<file path="src/rtl/host_cmd_master.sv">
// Host-side command initiator: serializes register/ALU commands into UART frame
// bytes and collects response bytes from the receiver under an inactivity timeout.
module host_cmd_master #(
    parameter int unsigned DATA_WIDTH     = 8,
    parameter int unsigned ADDR_WIDTH     = 4,
    parameter int unsigned FUNC_WIDTH     = 4,
    parameter int unsigned TIMEOUT_CYCLES = 4096
) (
    input  logic                    CLK,
    input  logic                    RST,
    input  logic                    CMD_VALID,
    output logic                    CMD_READY,
    input  logic [1:0]              CMD_TYPE,
    input  logic [ADDR_WIDTH-1:0]   CMD_ADDR,
    input  logic [DATA_WIDTH-1:0]   CMD_DATA_A,
    input  logic [DATA_WIDTH-1:0]   CMD_DATA_B,
    input  logic [FUNC_WIDTH-1:0]   CMD_FUNC,
    output logic [DATA_WIDTH-1:0]   TX_BYTE,
    output logic                    TX_BYTE_VALID,
    input  logic                    TX_BYTE_READY,
    input  logic [DATA_WIDTH-1:0]   RX_BYTE,
    input  logic                    RX_BYTE_VALID,
    output logic                    RSP_VALID,
    output logic [2*DATA_WIDTH-1:0] RSP_DATA,
    output logic                    RSP_TIMEOUT,
    output logic                    STRAY_BYTE
);
    localparam int unsigned CW = $clog2(TIMEOUT_CYCLES);
    localparam logic [CW-1:0] LIMIT = CW'(TIMEOUT_CYCLES - 1);

    typedef enum logic [1:0] {IDLE, SEND, WAIT_RSP, DONE} state_t;

    state_t                  state, state_d;
    logic [1:0]              type_q, type_d;
    logic [ADDR_WIDTH-1:0]   addr_q, addr_d;
    logic [DATA_WIDTH-1:0]   a_q, a_d, b_q, b_d;
    logic [FUNC_WIDTH-1:0]   func_q, func_d;
    logic [1:0]              idx_q, idx_d;
    logic [1:0]              rsp_cnt_q, rsp_cnt_d;
    logic [CW-1:0]           wait_cnt_q, wait_cnt_d;
    logic [DATA_WIDTH-1:0]   rx_byte_q, rx_byte_d;
    logic                    rx_valid_q, rx_valid_d;
    logic [DATA_WIDTH-1:0]   tx_byte_d;
    logic                    tx_valid_d, rsp_valid_d, rsp_timeout_d, stray_d;
    logic [2*DATA_WIDTH-1:0] rsp_data_d;

    function automatic logic [DATA_WIDTH-1:0] frame_byte(
        input logic [1:0]            t,
        input logic [ADDR_WIDTH-1:0] addr,
        input logic [DATA_WIDTH-1:0] a,
        input logic [DATA_WIDTH-1:0] b,
        input logic [FUNC_WIDTH-1:0] f,
        input logic [1:0]            idx
    );
        logic [DATA_WIDTH-1:0] addr_x;
        logic [DATA_WIDTH-1:0] func_x;
        addr_x = DATA_WIDTH'(addr);
        func_x = DATA_WIDTH'(f);
        case (t)
            2'd0: case (idx)
                2'd0:    frame_byte = DATA_WIDTH'(8'hAA);
                2'd1:    frame_byte = addr_x;
                default: frame_byte = a;
            endcase
            2'd1: frame_byte = (idx == 2'd0) ? DATA_WIDTH'(8'hBB) : addr_x;
            2'd2: case (idx)
                2'd0:    frame_byte = DATA_WIDTH'(8'hCC);
                2'd1:    frame_byte = a;
                2'd2:    frame_byte = b;
                default: frame_byte = func_x;
            endcase
            default: frame_byte = (idx == 2'd0) ? DATA_WIDTH'(8'hDD) : func_x;
        endcase
    endfunction

    function automatic logic [1:0] last_idx(input logic [1:0] t);
        case (t)
            2'd0:    last_idx = 2'd2;
            2'd2:    last_idx = 2'd3;
            default: last_idx = 2'd1;
        endcase
    endfunction

    function automatic logic [1:0] rsp_len(input logic [1:0] t);
        case (t)
            2'd0:    rsp_len = 2'd0;
            2'd1:    rsp_len = 2'd1;
            default: rsp_len = 2'd2;
        endcase
    endfunction

    assign CMD_READY = (state == IDLE);

    always_comb begin
        state_d       = state;
        type_d        = type_q;
        addr_d        = addr_q;
        a_d           = a_q;
        b_d           = b_q;
        func_d        = func_q;
        idx_d         = idx_q;
        rsp_cnt_d     = rsp_cnt_q;
        wait_cnt_d    = wait_cnt_q;
        tx_byte_d     = TX_BYTE;
        tx_valid_d    = TX_BYTE_VALID;
        rsp_valid_d   = 1'b0;
        rsp_timeout_d = 1'b0;
        rsp_data_d    = RSP_DATA;
        // RX is staged one cycle; the raw strobe still restarts the timeout immediately.
        rx_byte_d     = RX_BYTE;
        rx_valid_d    = RX_BYTE_VALID && (state == WAIT_RSP);
        stray_d       = RX_BYTE_VALID && (state != WAIT_RSP);

        case (state)
            IDLE: begin
                if (CMD_VALID) begin
                    type_d     = CMD_TYPE;
                    addr_d     = CMD_ADDR;
                    a_d        = CMD_DATA_A;
                    b_d        = CMD_DATA_B;
                    func_d     = CMD_FUNC;
                    idx_d      = '0;
                    rsp_cnt_d  = '0;
                    rsp_data_d = '0;
                    tx_byte_d  = frame_byte(CMD_TYPE, CMD_ADDR, CMD_DATA_A, CMD_DATA_B, CMD_FUNC, 2'd0);
                    tx_valid_d = 1'b1;
                    state_d    = SEND;
                end
            end
            SEND: begin
                if (TX_BYTE_READY) begin
                    if (idx_q == last_idx(type_q)) begin
                        tx_valid_d = 1'b0;
                        tx_byte_d  = '0;
                        wait_cnt_d = '0;
                        if (type_q == 2'd0) begin
                            state_d     = DONE;
                            rsp_valid_d = 1'b1;
                        end else begin
                            state_d = WAIT_RSP;
                        end
                    end else begin
                        idx_d     = idx_q + 2'd1;
                        tx_byte_d = frame_byte(type_q, addr_q, a_q, b_q, func_q, idx_q + 2'd1);
                    end
                end
            end
            WAIT_RSP: begin
                if (RX_BYTE_VALID) wait_cnt_d = CW'(1);
                else               wait_cnt_d = wait_cnt_q + CW'(1);
                if (rx_valid_q) begin
                    if (rsp_cnt_q[0]) rsp_data_d[2*DATA_WIDTH-1:DATA_WIDTH] = rx_byte_q;
                    else              rsp_data_d[DATA_WIDTH-1:0]            = rx_byte_q;
                    rsp_cnt_d = rsp_cnt_q + 2'd1;
                end
                if (rx_valid_q && (rsp_cnt_q + 2'd1 == rsp_len(type_q))) begin
                    state_d     = DONE;
                    rsp_valid_d = 1'b1;
                end else if (!RX_BYTE_VALID && (wait_cnt_q == LIMIT)) begin
                    state_d       = DONE;
                    rsp_valid_d   = 1'b1;
                    rsp_timeout_d = 1'b1;
                end
            end
            DONE: begin
                state_d = IDLE;
            end
        endcase
    end

    always_ff @(posedge CLK or posedge RST) begin
        if (RST) begin
            state         <= IDLE;
            type_q        <= '0;
            addr_q        <= '0;
            a_q           <= '0;
            b_q           <= '0;
            func_q        <= '0;
            idx_q         <= '0;
            rsp_cnt_q     <= '0;
            wait_cnt_q    <= '0;
            rx_byte_q     <= '0;
            rx_valid_q    <= 1'b0;
            TX_BYTE       <= '0;
            TX_BYTE_VALID <= 1'b0;
            RSP_VALID     <= 1'b0;
            RSP_DATA      <= '0;
            RSP_TIMEOUT   <= 1'b0;
            STRAY_BYTE    <= 1'b0;
        end else begin
            state         <= state_d;
            type_q        <= type_d;
            addr_q        <= addr_d;
            a_q           <= a_d;
            b_q           <= b_d;
            func_q        <= func_d;
            idx_q         <= idx_d;
            rsp_cnt_q     <= rsp_cnt_d;
            wait_cnt_q    <= wait_cnt_d;
            rx_byte_q     <= rx_byte_d;
            rx_valid_q    <= rx_valid_d;
            TX_BYTE       <= tx_byte_d;
            TX_BYTE_VALID <= tx_valid_d;
            RSP_VALID     <= rsp_valid_d;
            RSP_DATA      <= rsp_data_d;
            RSP_TIMEOUT   <= rsp_timeout_d;
            STRAY_BYTE    <= stray_d;
        end
    end

endmodule

</file>
<file path="config.mk">
export PLATFORM = sky130hd
export DESIGN_NAME = host_cmd_master
export DESIGN_NICKNAME = d
export VERILOG_FILES = /design/src/rtl/host_cmd_master.sv
export SDC_FILE = /design/constraint.sdc
export NUM_CORES = 1
export LEC_CHECK = 0
export CORE_MARGIN = 5
export CORE_UTILIZATION = 38
export CTS_CLUSTER_SIZE = 25
export DETAILED_ROUTE_END_ITERATION = 8
export PLACE_DENSITY = 0.62
export SYNTH_ARGS = -nofsm -noshare
export SYNTH_HDL_FRONTEND = slang
export SYNTH_SLANG_ARGS = --single-unit
</file>
<file path="constraint.sdc">
create_clock -name CLK -period 3.23 [get_ports CLK]
set_clock_uncertainty 0.15 [all_clocks]
set_input_delay 0.4845 -clock CLK [delete_from_list [all_inputs] [get_ports CLK]]
set_output_delay 0.4845 -clock CLK [all_outputs]
set_load 0.05 [all_outputs]
</file>
Word-level counts from Yosys, hierarchy flattened --
Cells that the tools add are included.
Storage, ports and cells: register bits after elaboration 81, latch bits 0, memory bits (writable) 0, bits in read-only memories 0, input port bits 39, output and inout bits 29, word-level logic and storage cells 112, memories 0
Cells by class: $add $sub $neg 3, multiply operators 0, div/mod/pow operators 0, $lt $le $gt $ge 0, equality and inequality tests 21, shift operators 0, mux-type cells 49, bitwise operators 0, reduce and logical (&&, ||, !) cells 21
Operator list (number):
- 8-bit two-way mux | 7
- 8-bit case mux with 3 select lines | 2
- 12-bit two-way mux | 3
- 16-bit two-way mux | 2
- 16-bit case mux with 2 select lines | 1
- 8-bit case mux with 2 select lines | 2
- 2-bit two-way mux | 12
- 12-bit case mux with 2 select lines | 1
- 7-bit case mux with 3 select lines | 1
- 4-bit AND reduction | 5
- 2-bit != test (second input constant) | 8
- 2-bit case mux with 2 select lines | 4
- 12-bit by 1-bit adder with 12-bit output (second input constant) | 1
- 12-bit equality test (second input constant) | 1
- 1-bit two-way mux | 11
- 2-bit equality test (second input constant) | 5
- 3-bit AND reduction | 3
- 2-bit by 1-bit equality test with 1-bit output (second input constant) | 4
- 2-bit logical NOT | 4
- 2-bit case mux with 4 select lines | 1
- 2-bit nonzero test | 3
- 2-bit by 1-bit adder with 2-bit output (second input constant) | 2
- 2-bit equality test | 2
- 1-bit logical AND | 4
- other kinds (4) | 5

Longest topological paths before layout --
Gate-level depths: netlist of the first run.
word-level depth 8, depth in mapped cells 9, gate-level depth less buffers 7

Least setup slack after synthesis of the first run --
OpenSTA, ideal clock, no wires.
path kind register -> register, start register state[0], end register idx_q[1], setup time 131 ps, arrival time 2133 ps, required time 2949 ps, setup slack 816 ps, stages on the path, launching flop included 10, buffers on the path 2, clock period less this slack 2414 ps, path through dfrtp_1 -> inv_1 -> ha_1 -> mux2_2 -> and2_1 -> buf_2 -> and2_1 -> clkbuf_1 -> mux2i_1 -> o22ai_1
On the way: longest elaborated chain between the ends 3, elaborated cells between the ends (all ways) 8, classes of those cells eq/ne (4); mux (1); reduce/logical (3)
RTL lines:
- start, declared | line 33 | state_t state, state_d;
- start signal, assigned | line 191 | state <= state_d;
- 2-bit logical NOT *
- net CMD_READY | line 12 | output logic CMD_READY,
- 2-bit != test (no source line) / 2-bit nonzero test (equally long branches)
- 4-bit AND reduction (no source line)
- end signal, assigned | line 197 | idx_q <= idx_d;
- end, declared | line 38 | logic [1:0] idx_q, idx_d;
The timed path passes the listed nets; every way through them passes the cells marked *. A chain may end at the register's enable or synchronous reset.

Final worst setup path of the first run --
start register state[0], end output CMD_READY
On the way: longest elaborated chain between the ends 1
RTL lines:
- 2-bit logical NOT | line 92 | assign CMD_READY = (state == IDLE);
- end, declared | line 12
Every way passes these cells.

==> report_table.html, run 1 <==
<table>
<tr><th>Metric</th><th>Value</th></tr>
<tr><th colspan="2">Route</th></tr>
<tr><td>Antenna-violating nets left</td><td>0</td></tr>
<tr><td>Post-detailed-route wirelength per cell</td><td>15.5 um</td></tr>
<tr><td>Total Wirelength</td><td>9280 um</td></tr>
<tr><td>Iter 0 DRT Violations</td><td>139</td></tr>
<tr><td>Routed via count</td><td>3115</td></tr>
<tr><td>1st-pass router iterations</td><td>4</td></tr>
<tr><td>Routed vias/inst</td><td>5.21</td></tr>
<tr><td>DR DRC count</td><td>0</td></tr>
<tr><th colspan="2">Place</th></tr>
<tr><td>Routability Congestion</td><td>0.825</td></tr>
<tr><td>Pre-CTS setup slack</td><td>796 ps</td></tr>
<tr><td>Detailed placement HPWL</td><td>between 6000 and 7000 um</td></tr>
<tr><td>Quantity of I/O buffers inserted on ports</td><td>67</td></tr>
<tr><th colspan="2">Yosys</th></tr>
<tr><td>Mean area per synthesized cell</td><td>10.1 um2</td></tr>
<tr><td>Area of the mapped netlist</td><td>about 4000 um2</td></tr>
<tr><td>Yosys top cell area share</td><td>50.7%</td></tr>
<tr><td>Largest area contributor in the synthesized netlist</td><td>sky130_fd_sc_hd__dfrtp_1</td></tr>
<tr><td>Number of flip-flops and latches in the synthesized netlist</td><td>81</td></tr>
<tr><td>Sequential cell area fraction in the yosys report</td><td>50.7%</td></tr>
<tr><td>Number of instances in the synthesized netlist</td><td>396</td></tr>
<tr><td>Total number of yosys warnings</td><td>0</td></tr>
<tr><td>Count of flip-flops with a built-in enable after synthesis</td><td>0</td></tr>
<tr><td>Post-synthesis async set-or-reset flop share</td><td>100%</td></tr>
<tr><td>Number of different library cells in the post-synthesis netlist</td><td>between 60 and 70</td></tr>
<tr><td>Cells taking the most area after synthesis</td><td>sky130_fd_sc_hd__dfrtp_1 (51%), sky130_fd_sc_hd__mux2_2 (7.6%), sky130_fd_sc_hd__nand2_1 (4.1%)</td></tr>
<tr><td>Number of nets produced by synthesis</td><td>between 400 and 500</td></tr>
<tr><td>Most common flop cell mapped by yosys</td><td>sky130_fd_sc_hd__dfrtp_1</td></tr>
<tr><th colspan="2">Timing</th></tr>
<tr><td>Final-layout setup total negative slack</td><td>0 ps</td></tr>
<tr><td>Period utilization</td><td>82.3%</td></tr>
<tr><td>Min Hold Slack</td><td>333 ps</td></tr>
<tr><td>Hold Violations, Final</td><td>0</td></tr>
<tr><td>Setup Viol. Count Final</td><td>0</td></tr>
<tr><td>Shortest period the worst path allows</td><td>2660 ps</td></tr>
<tr><td>Peak clock frequency supported by timing</td><td>about 380 MHz</td></tr>
<tr><td>Worst-Margin Slew</td><td>672 ps</td></tr>
<tr><td>Number of max-slew violations in the final report</td><td>0</td></tr>
<tr><td>Post-layout worst setup margin</td><td>572 ps</td></tr>
<tr><td>Unrepaired setup endpoints after global routing</td><td>no</td></tr>
<tr><td>Headroom to the max-slew limit</td><td>55.2%</td></tr>
<tr><th colspan="2">Die</th></tr>
<tr><td>Initial Utilization</td><td>between 30% and 40%</td></tr>
<tr><td>Site row count</td><td>37</td></tr>
<tr><td>Area of the core</td><td>10300 um2</td></tr>
<tr><td>Width of the die</td><td>113 um</td></tr>
<tr><td>I/O pin count</td><td>68</td></tr>
<tr><td>Chip Height</td><td>roughly 110 um</td></tr>
<tr><td>Die area</td><td>12700 um2</td></tr>
<tr><th colspan="2">Critical path</th></tr>
<tr><td>Startpoint types</td><td>flop</td></tr>
<tr><td>Crit path capture type</td><td>output port</td></tr>
<tr><td>Type of the worst setup path</td><td>flop to output port</td></tr>
<tr><td>Data arrival, critical path</td><td>2020 ps</td></tr>
<tr><td>Data required time of the worst path</td><td>around 2600 ps</td></tr>
<tr><td>Maximum net fanout on the critical path</td><td>7</td></tr>
<tr><th colspan="2">Power</th></tr>
<tr><td>Worst supply voltage drop on vdd</td><td>452 uV</td></tr>
<tr><td>Power per cell area</td><td>roughly 1000 nW/um2</td></tr>
<tr><td>LEAKAGE</td><td>roughly 0.0021 uW</td></tr>
<tr><th colspan="2">GRT</th></tr>
<tr><td>Number of global-route vias before repair</td><td>3152</td></tr>
<tr><td>Overflow after GRT</td><td>0</td></tr>
<tr><td>Total global routing track utilization</td><td>15.3%</td></tr>
<tr><td>Number of antenna violations at the first check in global routing</td><td>0</td></tr>
<tr><td>First-pass GRT wire length</td><td>15700 um</td></tr>
<tr><td>Pin count of the biggest net entering global routing</td><td>39</td></tr>
<tr><th colspan="2">Clock network</th></tr>
<tr><td>Clock edge transition at the registers on the reported setup and hold paths</td><td>90 ps</td></tr>
<tr><td>Buffer levels on the longest clock path</td><td>2</td></tr>
<tr><td>Sink Count</td><td>between 80 and 90</td></tr>
<tr><td>Hold Buf Count CTS</td><td>0</td></tr>
<tr><td>CTS HTree Levels</td><td>3</td></tr>
<tr><td>Post-cts sizing count</td><td>0</td></tr>
<tr><td>Cell at the root of the clock tree</td><td>sky130_fd_sc_hd__clkbuf_8</td></tr>
<tr><td>Number of buffers created by CTS</td><td>9</td></tr>
<tr><td>Clock latency at the later pin of the worst-skew pair</td><td>between 300 and 400 ps</td></tr>
<tr><td>CTS tree</td><td>done</td></tr>
<tr><td>Buffers inserted by post-CTS timing repair</td><td>0</td></tr>
<tr><th colspan="2">Layout</th></tr>
<tr><td>Number of antenna repair diodes</td><td>0</td></tr>
<tr><td>Filler cell count</td><td>between 900 and 1k</td></tr>
<tr><td>Combined flip-flop and latch cell area</td><td>2030 um2</td></tr>
<tr><td>Area of combinational cells with multiple inputs</td><td>between 1500 and 2000 um2</td></tr>
<tr><td>Fraction of layout instances using a drive strength above 1</td><td>12.8%</td></tr>
<tr><td>Area Overhead vs Synth</td><td>25.2%</td></tr>
<tr><td>Layout net count</td><td>504</td></tr>
<tr><td>Post-layout util</td><td>48.7%</td></tr>
<tr><th colspan="2">Status</th></tr>
<tr><td>Run status</td><td>complete, no violations</td></tr>
<tr><th colspan="2">Worst hold path</th></tr>
<tr><td>Hold WC Path Type</td><td>flop to flop</td></tr>
<tr><th colspan="2">Job</th></tr>
<tr><td>Max-capacitance violation count</td><td>0</td></tr>
</table>
per-stage QoR:
stage               power (uW)  instance area [um2]  cells
finish                    5070                 5010    598
global route              5430                 5010    598
CTS                       5110                 5010    598
detailed placement        4330                 4810    582
global placement          4290                 4810    582
floorplan                 3530                 4000    396
state kept, by name, summed over array words and instances (netlist names):
register       count
RSP_DATA          16
RSP_TIMEOUT        1
RSP_VALID          1
STRAY_BYTE         1
TX_BYTE            8
TX_BYTE_VALID      1
a_q                8
addr_q             4
b_q                8
func_q             4
idx_q              2
rsp_cnt_q          2
rx_byte_q          8
rx_valid_q         1
state              2
type_q             2
wait_cnt_q        12
worst paths after layout:
kind	startpoint	endpoint	slack (ps)	cells after the start
setup / recovery	state[0]	CMD_READY	570	3
hold / removal	RSP_DATA[7]	RSP_DATA[7]	330	2
setup reg to reg	idx_q[0]	wait_cnt_q[10]	780	5
hold reg to reg	RSP_DATA[7]	RSP_DATA[7]	330	2
max in group asynchronous	RST	RSP_DATA[15]	1830	3
min in group asynchronous	RST	func_q[2]	360	2
cells in the mapped netlist (2+ instances only):
master and number:
sky130_fd_sc_hd__nand3b_1 4, sky130_fd_sc_hd__a221oi_1 4, sky130_fd_sc_hd__o22ai_1 5, sky130_fd_sc_hd__mux2_2 27
sky130_fd_sc_hd__nand4b_1 2, sky130_fd_sc_hd__a21o_1 2, sky130_fd_sc_hd__o21ai_0 29, sky130_fd_sc_hd__inv_1 23
sky130_fd_sc_hd__a22o_1 2, sky130_fd_sc_hd__a22oi_1 2, sky130_fd_sc_hd__ha_1 8, sky130_fd_sc_hd__o21a_1 5
sky130_fd_sc_hd__dfrtp_1 81, sky130_fd_sc_hd__nor3_1 2, sky130_fd_sc_hd__and2_1 4, sky130_fd_sc_hd__a2111oi_0 2
sky130_fd_sc_hd__o21ai_1 8, sky130_fd_sc_hd__o22a_1 2, sky130_fd_sc_hd__clkbuf_1 19, sky130_fd_sc_hd__a211oi_1 3
sky130_fd_sc_hd__a31oi_1 5, sky130_fd_sc_hd__a21oi_1 11, sky130_fd_sc_hd__nand3_1 15, sky130_fd_sc_hd__and3b_1 2
sky130_fd_sc_hd__and3_1 6, sky130_fd_sc_hd__o31ai_1 3, sky130_fd_sc_hd__xor2_1 8, sky130_fd_sc_hd__nand4_1 8
sky130_fd_sc_hd__nand2_1 44, sky130_fd_sc_hd__mux2i_1 3, sky130_fd_sc_hd__nor2b_1 4, sky130_fd_sc_hd__buf_1 4
sky130_fd_sc_hd__nor2_1 14, sky130_fd_sc_hd__buf_2 2, sky130_fd_sc_hd__nand2b_1 7
power breakdown:
group          switching, uW  internal (uW)  total [uW]
Combinational           1650           1010        2660
Sequential               262           1380        1650
Clock                    396            364         759
logic make-up after synthesis:
| logic type | Yosys count | share of synthesized area (%) |
|---|---|---|
| xor+xnor | 8 | 1.75 |
| mux | 31 | 8.63 |
| buf+inv | 49 | 4.75 |
| fa+ha+maj | 8 | 2.50 |
| flops | 81 | 50.7 |
| compound gates | 98 | 16.0 |
| simple gates | 121 | 15.7 |
layer usage:
layer | up-vias | share of wire [%] | GRT usage (%)
li1 | 1536 | - | -
met1 | 1481 | 49 | 22.3
met2 | 80 | 43 | 21.9
met3 | 18 | 5.1 | 2.70
met4 | 0 | 2.6 | 6.97
met5 | - | 0 | 0
layout make-up:
cell class              instances  area share (%)
inverters                      23            1.75
clock inverters                 7            1.55
well taps                     136            3.40
multi-input cells             266            35.6
repair buffers                 76            14.7
flip-flops and latches         81            40.5
clock buffers                   9            2.47
cells in the final DEF, fill, tap and decap left out, types with 11 or more instances in the layout:
master and instances:
sky130_fd_sc_hd__nand2_1 44, sky130_fd_sc_hd__nand3_1 15, sky130_fd_sc_hd__dfrtp_1 81, sky130_fd_sc_hd__mux2_2 27, sky130_fd_sc_hd__a21oi_1 11, sky130_fd_sc_hd__nor2_1 14
sky130_fd_sc_hd__clkdlybuf4s50_1 67, sky130_fd_sc_hd__o21ai_0 29, sky130_fd_sc_hd__inv_1 22
critical path, cell delays in order (launching register included):
cell and delay (ps):
sky130_fd_sc_hd__dfrtp_1 390, sky130_fd_sc_hd__inv_1 120, sky130_fd_sc_hd__ha_1 300, sky130_fd_sc_hd__clkdlybuf4s50_1 850
No activity file was read; power rests on OpenSTA's default activity.
==> run 2: changes to the inputs <==
PLACE_DENSITY = 0.65   (was 0.62)
clock period = 2.4 ns   (was 3.23 ns; I/O delays follow)
==> run 2 against run 1 <==
Wire length fell by 1.4%. Register-to-register slack got worse by 650 ps. Critical path depth rose by 2. Critical endpoint is now wait_cnt_q[10]. Flip-flop and latch count did not move. Count of clock-buffer cells in the layout did not move. Sequential share of layout area fell by 0.36 points. Via count rose by 0.42%. Final cell count rose by 0.67%.
==> report_table.html, run 2 (synthesized netlist as in run 1, its figures left out) <==
<table>
<tr><th>Metric</th><th>Value</th></tr>
<tr><th colspan="2">Critical path</th></tr>
<tr><td>Data required time of the worst path</td><td>2540 ps (-60 ps)</td></tr>
<tr><td>Reg-to-reg slack, setup</td><td>130 ps (-650 ps)</td></tr>
<tr><td>Worst path slowest cell</td><td>sky130_fd_sc_hd__or4b_4</td></tr>
<tr><td>Setup crit start</td><td>idx_q[0]</td></tr>
<tr><td>Cell-by-cell listing of the critical path</td><td>or4b_4, a41oi_2, nand2_2, or4_4, a21oi_2</td></tr>
<tr><td>Data arrival, critical path</td><td>2410 ps (+390 ps)</td></tr>
<tr><td>Startpoint types</td><td>flop</td></tr>
<tr><td>R2R Path Start</td><td>idx_q[0]</td></tr>
<tr><td>Crit path capture type</td><td>flop</td></tr>
<tr><td>Largest stage delay, worst path</td><td>550 ps (-300 ps)</td></tr>
<tr><td>Type of the worst setup path</td><td>flop to flop</td></tr>
<tr><td>Maximum net fanout on the critical path</td><td>8 (+1)</td></tr>
<tr><th colspan="2">Die</th></tr>
<tr><td>Site row count</td><td>37 (unchanged)</td></tr>
<tr><td>Die area</td><td>12700 um2 (unchanged)</td></tr>
<tr><td>Width of the die</td><td>113 um (unchanged)</td></tr>
<tr><td>Chip Height</td><td>113 um (unchanged)</td></tr>
<tr><td>Initial Utilization</td><td>38.9% (unchanged)</td></tr>
<tr><td>I/O pin count</td><td>68 (unchanged)</td></tr>
<tr><td>Area of the core</td><td>10300 um2 (unchanged)</td></tr>
<tr><th colspan="2">Power</th></tr>
<tr><td>Power share of the clock group</td><td>15.0% (about the same)</td></tr>
<tr><td>Worst supply voltage drop on vdd</td><td>681 uV (+51%)</td></tr>
<tr><td>Cell Int Power</td><td>3750 uW (+36%)</td></tr>
<tr><td>Reported net switching power</td><td>3110 uW (+35%)</td></tr>
<tr><td>LEAKAGE</td><td>0.00211 uW (+1.0%)</td></tr>
<tr><td>Power share of the sequential group</td><td>32.1% (-0.4 points)</td></tr>
<tr><td>Portion of total power attributed to combinational logic</td><td>52.9% (+0.3 points)</td></tr>
<tr><td>Switching share of power</td><td>45.3% (-0.24 points)</td></tr>
<tr><td>Power consumption</td><td>6860 uW (+35%)</td></tr>
<tr><td>Power per cell area</td><td>1360 nW/um2 (+34%)</td></tr>
<tr><th colspan="2">Route</th></tr>
<tr><td>DR DRC count</td><td>0 (unchanged)</td></tr>
<tr><td>Antenna-violating nets left</td><td>0 (unchanged)</td></tr>
<tr><td>Post-detailed-route wirelength per cell</td><td>15.2 um (-2.1%)</td></tr>
<tr><td>Iter 0 DRT Violations</td><td>180 (+29%)</td></tr>
<tr><td>1st-pass router iterations</td><td>4 (unchanged)</td></tr>
<tr><td>Routed vias/inst</td><td>5.20 (-0.25%)</td></tr>
<tr><td>Routed via count</td><td>3128 (+0.42%)</td></tr>
<tr><td>Total Wirelength</td><td>9150 um (-1.4%)</td></tr>
<tr><th colspan="2">Place</th></tr>
<tr><td>Quantity of I/O buffers inserted on ports</td><td>67 (unchanged)</td></tr>
<tr><td>Detailed placement HPWL</td><td>6430 um (-2.8%)</td></tr>
<tr><td>Pre-CTS setup slack</td><td>132 ps (-664 ps)</td></tr>
<tr><td>Routability Congestion</td><td>0.832 (+0.85%)</td></tr>
<tr><th colspan="2">Clock network</th></tr>
<tr><td>Clock latency at the later pin of the worst-skew pair</td><td>360 ps (about the same)</td></tr>
<tr><td>Buffers inserted by post-CTS timing repair</td><td>0 (unchanged)</td></tr>
<tr><td>Buffer levels on the longest clock path</td><td>2 (unchanged)</td></tr>
<tr><td>Cell at the root of the clock tree</td><td>sky130_fd_sc_hd__clkbuf_8</td></tr>
<tr><td>CTS HTree Levels</td><td>3 (unchanged)</td></tr>
<tr><td>Number of buffers created by CTS</td><td>9 (unchanged)</td></tr>
<tr><td>CTS tree</td><td>done</td></tr>
<tr><td>Hold Buf Count CTS</td><td>0 (unchanged)</td></tr>
<tr><td>Clock edge transition at the registers on the reported setup and hold paths</td><td>100 ps (about the same)</td></tr>
<tr><td>Sink Count</td><td>81 (unchanged)</td></tr>
<tr><td>Post-cts sizing count</td><td>0 (unchanged)</td></tr>
<tr><th colspan="2">Job</th></tr>
<tr><td>Max-capacitance violation count</td><td>0 (unchanged)</td></tr>
<tr><th colspan="2">Status</th></tr>
<tr><td>Run status</td><td>complete, no violations</td></tr>
<tr><th colspan="2">Timing</th></tr>
<tr><td>Period utilization</td><td>94.5%</td></tr>
<tr><td>Post-layout worst setup margin</td><td>132 ps (-440 ps)</td></tr>
<tr><td>Setup Viol. Count Final</td><td>0 (unchanged)</td></tr>
<tr><td>Peak clock frequency supported by timing</td><td>441 MHz</td></tr>
<tr><td>Number of max-slew violations in the final report</td><td>0 (unchanged)</td></tr>
<tr><td>Worst-Margin Slew</td><td>588 ps (-84.5 ps)</td></tr>
<tr><td>Hold Violations, Final</td><td>0 (unchanged)</td></tr>
<tr><td>Final-layout setup total negative slack</td><td>0 ps (unchanged)</td></tr>
<tr><td>Unrepaired setup endpoints after global routing</td><td>no</td></tr>
<tr><td>Shortest period the worst path allows</td><td>2270 ps</td></tr>
<tr><td>Headroom to the max-slew limit</td><td>60.4% (+5.2 points)</td></tr>
<tr><th colspan="2">Layout</th></tr>
<tr><td>Max FFs per register</td><td>16 (unchanged)</td></tr>
<tr><td>Area Overhead vs Synth</td><td>26.3%</td></tr>
<tr><td>Largest register by flop count</td><td>RSP_DATA</td></tr>
<tr><td>Post-layout util</td><td>49.2% (+0.44 points)</td></tr>
<tr><td>Filler cell count</td><td>978 (-0.81%)</td></tr>
<tr><td>Layout net count</td><td>508 (+0.79%)</td></tr>
<tr><td>Top library cells by usage in the layout, fill and taps aside</td><td>sky130_fd_sc_hd__dfrtp_1 (81), sky130_fd_sc_hd__clkdlybuf4s50_1 (66), sky130_fd_sc_hd__nand2_1 (44)</td></tr>
<tr><td>Top Registers</td><td>RSP_DATA x16, wait_cnt_q x12</td></tr>
<tr><td>Most frequent standard cell in the layout excluding fill and tap cells</td><td>sky130_fd_sc_hd__dfrtp_1</td></tr>
<tr><td>Fraction of layout instances using a drive strength above 1</td><td>13.9% (+1.2 points)</td></tr>
<tr><td>Number of antenna repair diodes</td><td>0 (unchanged)</td></tr>
<tr><th colspan="2">GRT</th></tr>
<tr><td>Pin count of the biggest net entering global routing</td><td>82 (+110%)</td></tr>
<tr><td>Overflow after GRT</td><td>0 (unchanged)</td></tr>
<tr><td>Number of antenna violations at the first check in global routing</td><td>0 (unchanged)</td></tr>
<tr><td>Number of global-route vias before repair</td><td>3080 (-2.3%)</td></tr>
<tr><td>First-pass GRT wire length</td><td>15400 um (-1.6%)</td></tr>
<tr><td>Total global routing track utilization</td><td>14.9% (-0.39 points)</td></tr>
<tr><th colspan="2">Worst hold path</th></tr>
<tr><td>Worst Min Path Start</td><td>RX_BYTE[2]</td></tr>
<tr><td>Hold WC Path Type</td><td>primary input to flop</td></tr>
</table>
[run 2: changes by cell type in the layout (fill, tap and decap cells not counted), sizes merged]
cell,delta
buf,+5
clkdlybuf4s50,-1
clkinv,-2
clkinvlp,+1
inv,+1
[run 2: through the flow]
stage                     hold WS, ps  std cells  area, um2
after floorplan                   241        396       4010
after global placement            315        586       4850
after detailed placement          324        586       4850
after CTS                         263        602       5050
after global routing              261        602       5050
final                             280        602       5050
[run 2: area by class of cell]
class | count | area (um2) | area share, %
clock buffer | 9 | 124 | 2.45
timing repair buffer | 80 | 778 | 15.4
sequential | 81 | 2030 | 40.1
multi-input combinational | 266 | 1790 | 35.3
inverter | 23 | 90.1 | 1.78
clock inverter | 7 | 77.6 | 1.54
tap | 136 | 170 | 3.37
[run 2: power by group through the flow]
stage | Clock [uW] | Sequential, uW | Combinational, uW
floorplan | 0 | 2830 | 1920
global placement | 0 | 2210 | 3570
detailed placement | 0 | 2230 | 3620
CTS | 1060 | 2210 | 3630
global route | 1110 | 2270 | 3950
finish | 1030 | 2200 | 3630
[run 2: worst max-delay path: cells and delay by family (launching register included)]
kind            cells  cell delay, ps
flops               1             420
compound gates      2             390
simple gates        3            1260
[run 2: worst paths after layout]
path,end,depth (start not counted)
min in group asynchronous,state[0],3
worst min-delay path,rx_byte_q[2],1
worst max register to register,wait_cnt_q[10],5
max in group asynchronous,wait_cnt_q[3],3
worst min register to register,RSP_DATA[0],2
worst max-delay path,wait_cnt_q[10],5
[run 2: layer usage]
metal | vias up | share of wire, % | global-route usage (%) | wire length [um]
li1 | 1536 | - | - | -
met1 | 1497 | 49 | 21.6 | 4480
met2 | 83 | 44 | 21.7 | 4050
met3 | 12 | 5.1 | 3.02 | 470
met4 | 0 | 1.6 | 5.85 | 147
met5 | - | 0 | 0 | 0
==> run 3: changes to the inputs <==
CORE_MARGIN = 2   (was 5)
==> run 3 against run 2 <==
Combinational power about the same. Maximum frequency down 1.0%. Flip-flop and latch count did not move. Sequential share of layout area shrank 0.25 points. Critical path type unchanged. Hold slack worse by 75 ps. Final cell count increased by 0.33%. Non-clock buffer count rose by 2. Largest cell class unchanged. Critical endpoint unchanged. Die area is 10% lower. Via count rose by 0.93%. First-iteration DRC count rose by 7.8%. Final area grew 0.62%. Sequential power about the same.
==> report_table.html, run 3 (synthesized netlist as in run 1, its figures left out) <==
<table>
<tr><th>Metric</th><th>Value</th></tr>
<tr><th colspan="2">Power</th></tr>
<tr><td>LEAKAGE</td><td>0.00213 uW (+0.90%)</td></tr>
<tr><td>Switching share of power</td><td>45.4% (+0.14 points)</td></tr>
<tr><td>Power per cell area</td><td>1370 nW/um2 (+0.55%)</td></tr>
<tr><td>Cell Int Power</td><td>3790 uW (+0.92%)</td></tr>
<tr><td>Power consumption</td><td>6940 uW (+1.2%)</td></tr>
<tr><td>Portion of total power attributed to combinational logic</td><td>52.7% (-0.2 points)</td></tr>
<tr><td>Worst supply voltage drop on vdd</td><td>750 uV (+10%)</td></tr>
<tr><td>Reported net switching power</td><td>3150 uW (+1.5%)</td></tr>
<tr><td>Power share of the clock group</td><td>15.7% (+0.7 points)</td></tr>
<tr><td>Power share of the sequential group</td><td>31.6% (-0.5 points)</td></tr>
<tr><th colspan="2">Critical path</th></tr>
<tr><td>Data required time of the worst path</td><td>2550 ps (about the same)</td></tr>
<tr><td>Data arrival, critical path</td><td>2450 ps (+40 ps)</td></tr>
<tr><td>Maximum net fanout on the critical path</td><td>8 (unchanged)</td></tr>
<tr><td>Type of the worst setup path</td><td>flop to flop</td></tr>
<tr><td>Crit path capture type</td><td>flop</td></tr>
<tr><td>Startpoint types</td><td>flop</td></tr>
<tr><td>Worst path slowest cell</td><td>sky130_fd_sc_hd__or4b_4</td></tr>
<tr><td>Largest stage delay, worst path</td><td>550 ps (about the same)</td></tr>
<tr><td>Cell-by-cell listing of the critical path</td><td>or4b_4, a41oi_2, nand2_2, or4_4, a21oi_2</td></tr>
<tr><th colspan="2">Layout</th></tr>
<tr><td>Area Overhead vs Synth</td><td>27.1%</td></tr>
<tr><td>Max FFs per register</td><td>16 (unchanged)</td></tr>
<tr><td>Filler cell count</td><td>989 (+1.1%)</td></tr>
<tr><td>Top library cells by usage in the layout, fill and taps aside</td><td>sky130_fd_sc_hd__dfrtp_1 (81), sky130_fd_sc_hd__clkdlybuf4s50_1 (66), sky130_fd_sc_hd__nand2_1 (44)</td></tr>
<tr><td>Area of combinational cells with multiple inputs</td><td>1790 um2 (+0.21%)</td></tr>
<tr><td>Top Registers</td><td>RSP_DATA x16, wait_cnt_q x12</td></tr>
<tr><td>Fraction of layout instances using a drive strength above 1</td><td>14.5% (+0.58 points)</td></tr>
<tr><td>Number of antenna repair diodes</td><td>0 (unchanged)</td></tr>
<tr><td>Layout net count</td><td>510 (+0.39%)</td></tr>
<tr><td>Most frequent standard cell in the layout excluding fill and tap cells</td><td>sky130_fd_sc_hd__dfrtp_1</td></tr>
<tr><td>Post-route cell area</td><td>5080 um2 (+0.62%)</td></tr>
<tr><td>Combined flip-flop and latch cell area</td><td>2030 um2 (unchanged)</td></tr>
<tr><td>Largest register by flop count</td><td>RSP_DATA</td></tr>
<tr><th colspan="2">Job</th></tr>
<tr><td>Max-capacitance violation count</td><td>0 (unchanged)</td></tr>
<tr><th colspan="2">Timing</th></tr>
<tr><td>Hold Violations, Final</td><td>0 (unchanged)</td></tr>
<tr><td>Period utilization</td><td>95.5% (+0.96 points)</td></tr>
<tr><td>Worst-Margin Slew</td><td>555 ps (-33.2 ps)</td></tr>
<tr><td>Number of max-slew violations in the final report</td><td>0 (unchanged)</td></tr>
<tr><td>Shortest period the worst path allows</td><td>2290 ps (+23.0 ps)</td></tr>
<tr><td>Final-layout setup total negative slack</td><td>0 ps (unchanged)</td></tr>
<tr><td>Setup Viol. Count Final</td><td>0 (unchanged)</td></tr>
<tr><td>Peak clock frequency supported by timing</td><td>436 MHz (-1.0%)</td></tr>
<tr><td>Headroom to the max-slew limit</td><td>62.6% (+2.2 points)</td></tr>
<tr><td>Unrepaired setup endpoints after global routing</td><td>no</td></tr>
<tr><th colspan="2">Place</th></tr>
<tr><td>Quantity of I/O buffers inserted on ports</td><td>67 (unchanged)</td></tr>
<tr><td>Routability Congestion</td><td>0.896 (+7.7%)</td></tr>
<tr><td>Placed inst area</td><td>4870 um2 (+0.31%)</td></tr>
<tr><td>Detailed placement HPWL</td><td>6610 um (+2.7%)</td></tr>
<tr><th colspan="2">Route</th></tr>
<tr><td>1st-pass router iterations</td><td>5 (+1)</td></tr>
<tr><td>DR DRC count</td><td>0 (unchanged)</td></tr>
<tr><td>Routed vias/inst</td><td>5.23 (+0.59%)</td></tr>
<tr><td>Antenna-violating nets left</td><td>0 (unchanged)</td></tr>
<tr><td>Routed via count</td><td>3157 (+0.93%)</td></tr>
<tr><td>Post-detailed-route wirelength per cell</td><td>15.1 um (-0.48%)</td></tr>
<tr><td>Total Wirelength</td><td>9140 um (-0.15%)</td></tr>
<tr><td>Iter 0 DRT Violations</td><td>194 (+7.8%)</td></tr>
<tr><th colspan="2">GRT</th></tr>
<tr><td>First-pass GRT wire length</td><td>15300 um (-0.98%)</td></tr>
<tr><td>Total global routing track utilization</td><td>17.0% (+2.2 points)</td></tr>
<tr><td>Pin count of the biggest net entering global routing</td><td>41 (-50%)</td></tr>
<tr><td>Overflow after GRT</td><td>0 (unchanged)</td></tr>
<tr><td>Number of global-route vias before repair</td><td>3063 (-0.55%)</td></tr>
<tr><td>Number of antenna violations at the first check in global routing</td><td>0 (unchanged)</td></tr>
<tr><th colspan="2">Clock network</th></tr>
<tr><td>Buffer levels on the longest clock path</td><td>2 (unchanged)</td></tr>
<tr><td>Number of buffers created by CTS</td><td>9 (unchanged)</td></tr>
<tr><td>Sink Count</td><td>81 (unchanged)</td></tr>
<tr><td>Hold Buf Count CTS</td><td>0 (unchanged)</td></tr>
<tr><td>Clock latency at the later pin of the worst-skew pair</td><td>360 ps (about the same)</td></tr>
<tr><td>Clock edge transition at the registers on the reported setup and hold paths</td><td>100 ps (about the same)</td></tr>
<tr><td>Buffers inserted by post-CTS timing repair</td><td>0 (unchanged)</td></tr>
<tr><td>CTS tree</td><td>done</td></tr>
<tr><td>Post-cts sizing count</td><td>0 (unchanged)</td></tr>
<tr><td>CTS HTree Levels</td><td>3 (unchanged)</td></tr>
<tr><td>Cell at the root of the clock tree</td><td>sky130_fd_sc_hd__clkbuf_8</td></tr>
<tr><th colspan="2">Die</th></tr>
<tr><td>Die area</td><td>11400 um2 (-10%)</td></tr>
<tr><td>Chip Height</td><td>107 um (-5.3%)</td></tr>
<tr><td>Width of the die</td><td>107 um (-5.3%)</td></tr>
<tr><td>Area of the core</td><td>10300 um2 (unchanged)</td></tr>
<tr><td>Initial Utilization</td><td>38.9% (unchanged)</td></tr>
<tr><td>Site row count</td><td>37 (unchanged)</td></tr>
<tr><td>I/O pin count</td><td>68 (unchanged)</td></tr>
<tr><th colspan="2">Worst hold path</th></tr>
<tr><td>Hold WC Path Type</td><td>primary input to async pin</td></tr>
<tr><th colspan="2">Status</th></tr>
<tr><td>Run status</td><td>complete, no violations</td></tr>
</table>
## run 3: final cells by class
| type | instances | share of cell area [%] |
|---|---|---|
| sequential | 81 | 39.9 |
| clock inverter | 7 | 1.77 |
| inverter | 23 | 1.77 |
| timing repair buffer | 82 | 15.6 |
| clock buffer | 9 | 2.44 |
| tap | 136 | 3.35 |
| multi-input combinational | 266 | 35.2 |
## run 3: per-stage QoR
step           hold WS, ps  utilization (%)  cells  worst slack, ps
6_report               205             49.5    604              109
5_1_grt                234             49.5    604             32.4
4_1_cts                218             49.4    604              104
3_5_place_dp           320             47.3    588              112
3_3_place_gp           314             47.3    588              159
2_1_floorplan          241                -    396             57.1
## run 3: final timing paths
kind	from	end	slack (ps)	cells past startpoint
worst max register to register	idx_q[0]	wait_cnt_q[10]	110	5
worst min-delay path	RST	wait_cnt_q[7]	210	2
min in group CLK	RX_BYTE[2]	rx_byte_q[2]	270	1
worst max-delay path	idx_q[0]	wait_cnt_q[10]	110	5
max in group asynchronous	RST	a_q[0]	1270	3
worst min register to register	RSP_DATA[4]	RSP_DATA[4]	340	2
## run 3: power groups by stage
stage | clock network, uW | registers (uW) | logic (uW)
after global placement | 0 | 2200 | 3580
after CTS | 1110 | 2200 | 3660
after global routing | 1180 | 2250 | 4000
after detailed placement | 0 | 2220 | 3640
final | 1090 | 2190 | 3660
after floorplan | 0 | 2830 | 1920
## run 3: metal layers
metal	wire, um	track usage [%]	up-vias
met3	443	3.65	6
met5	0	0	-
li1	-	-	1540
met4	87	4.73	0
met2	4130	25.4	87
met1	4480	25.0	1524
## run 3: worst max-delay path, delay by kind of cell, from the launching register on
kind | cells | cell delay (ps)
AOI/OAI and AO/OA | 2 | 420
DFF | 1 | 430
and+or+nand+nor | 3 | 1230
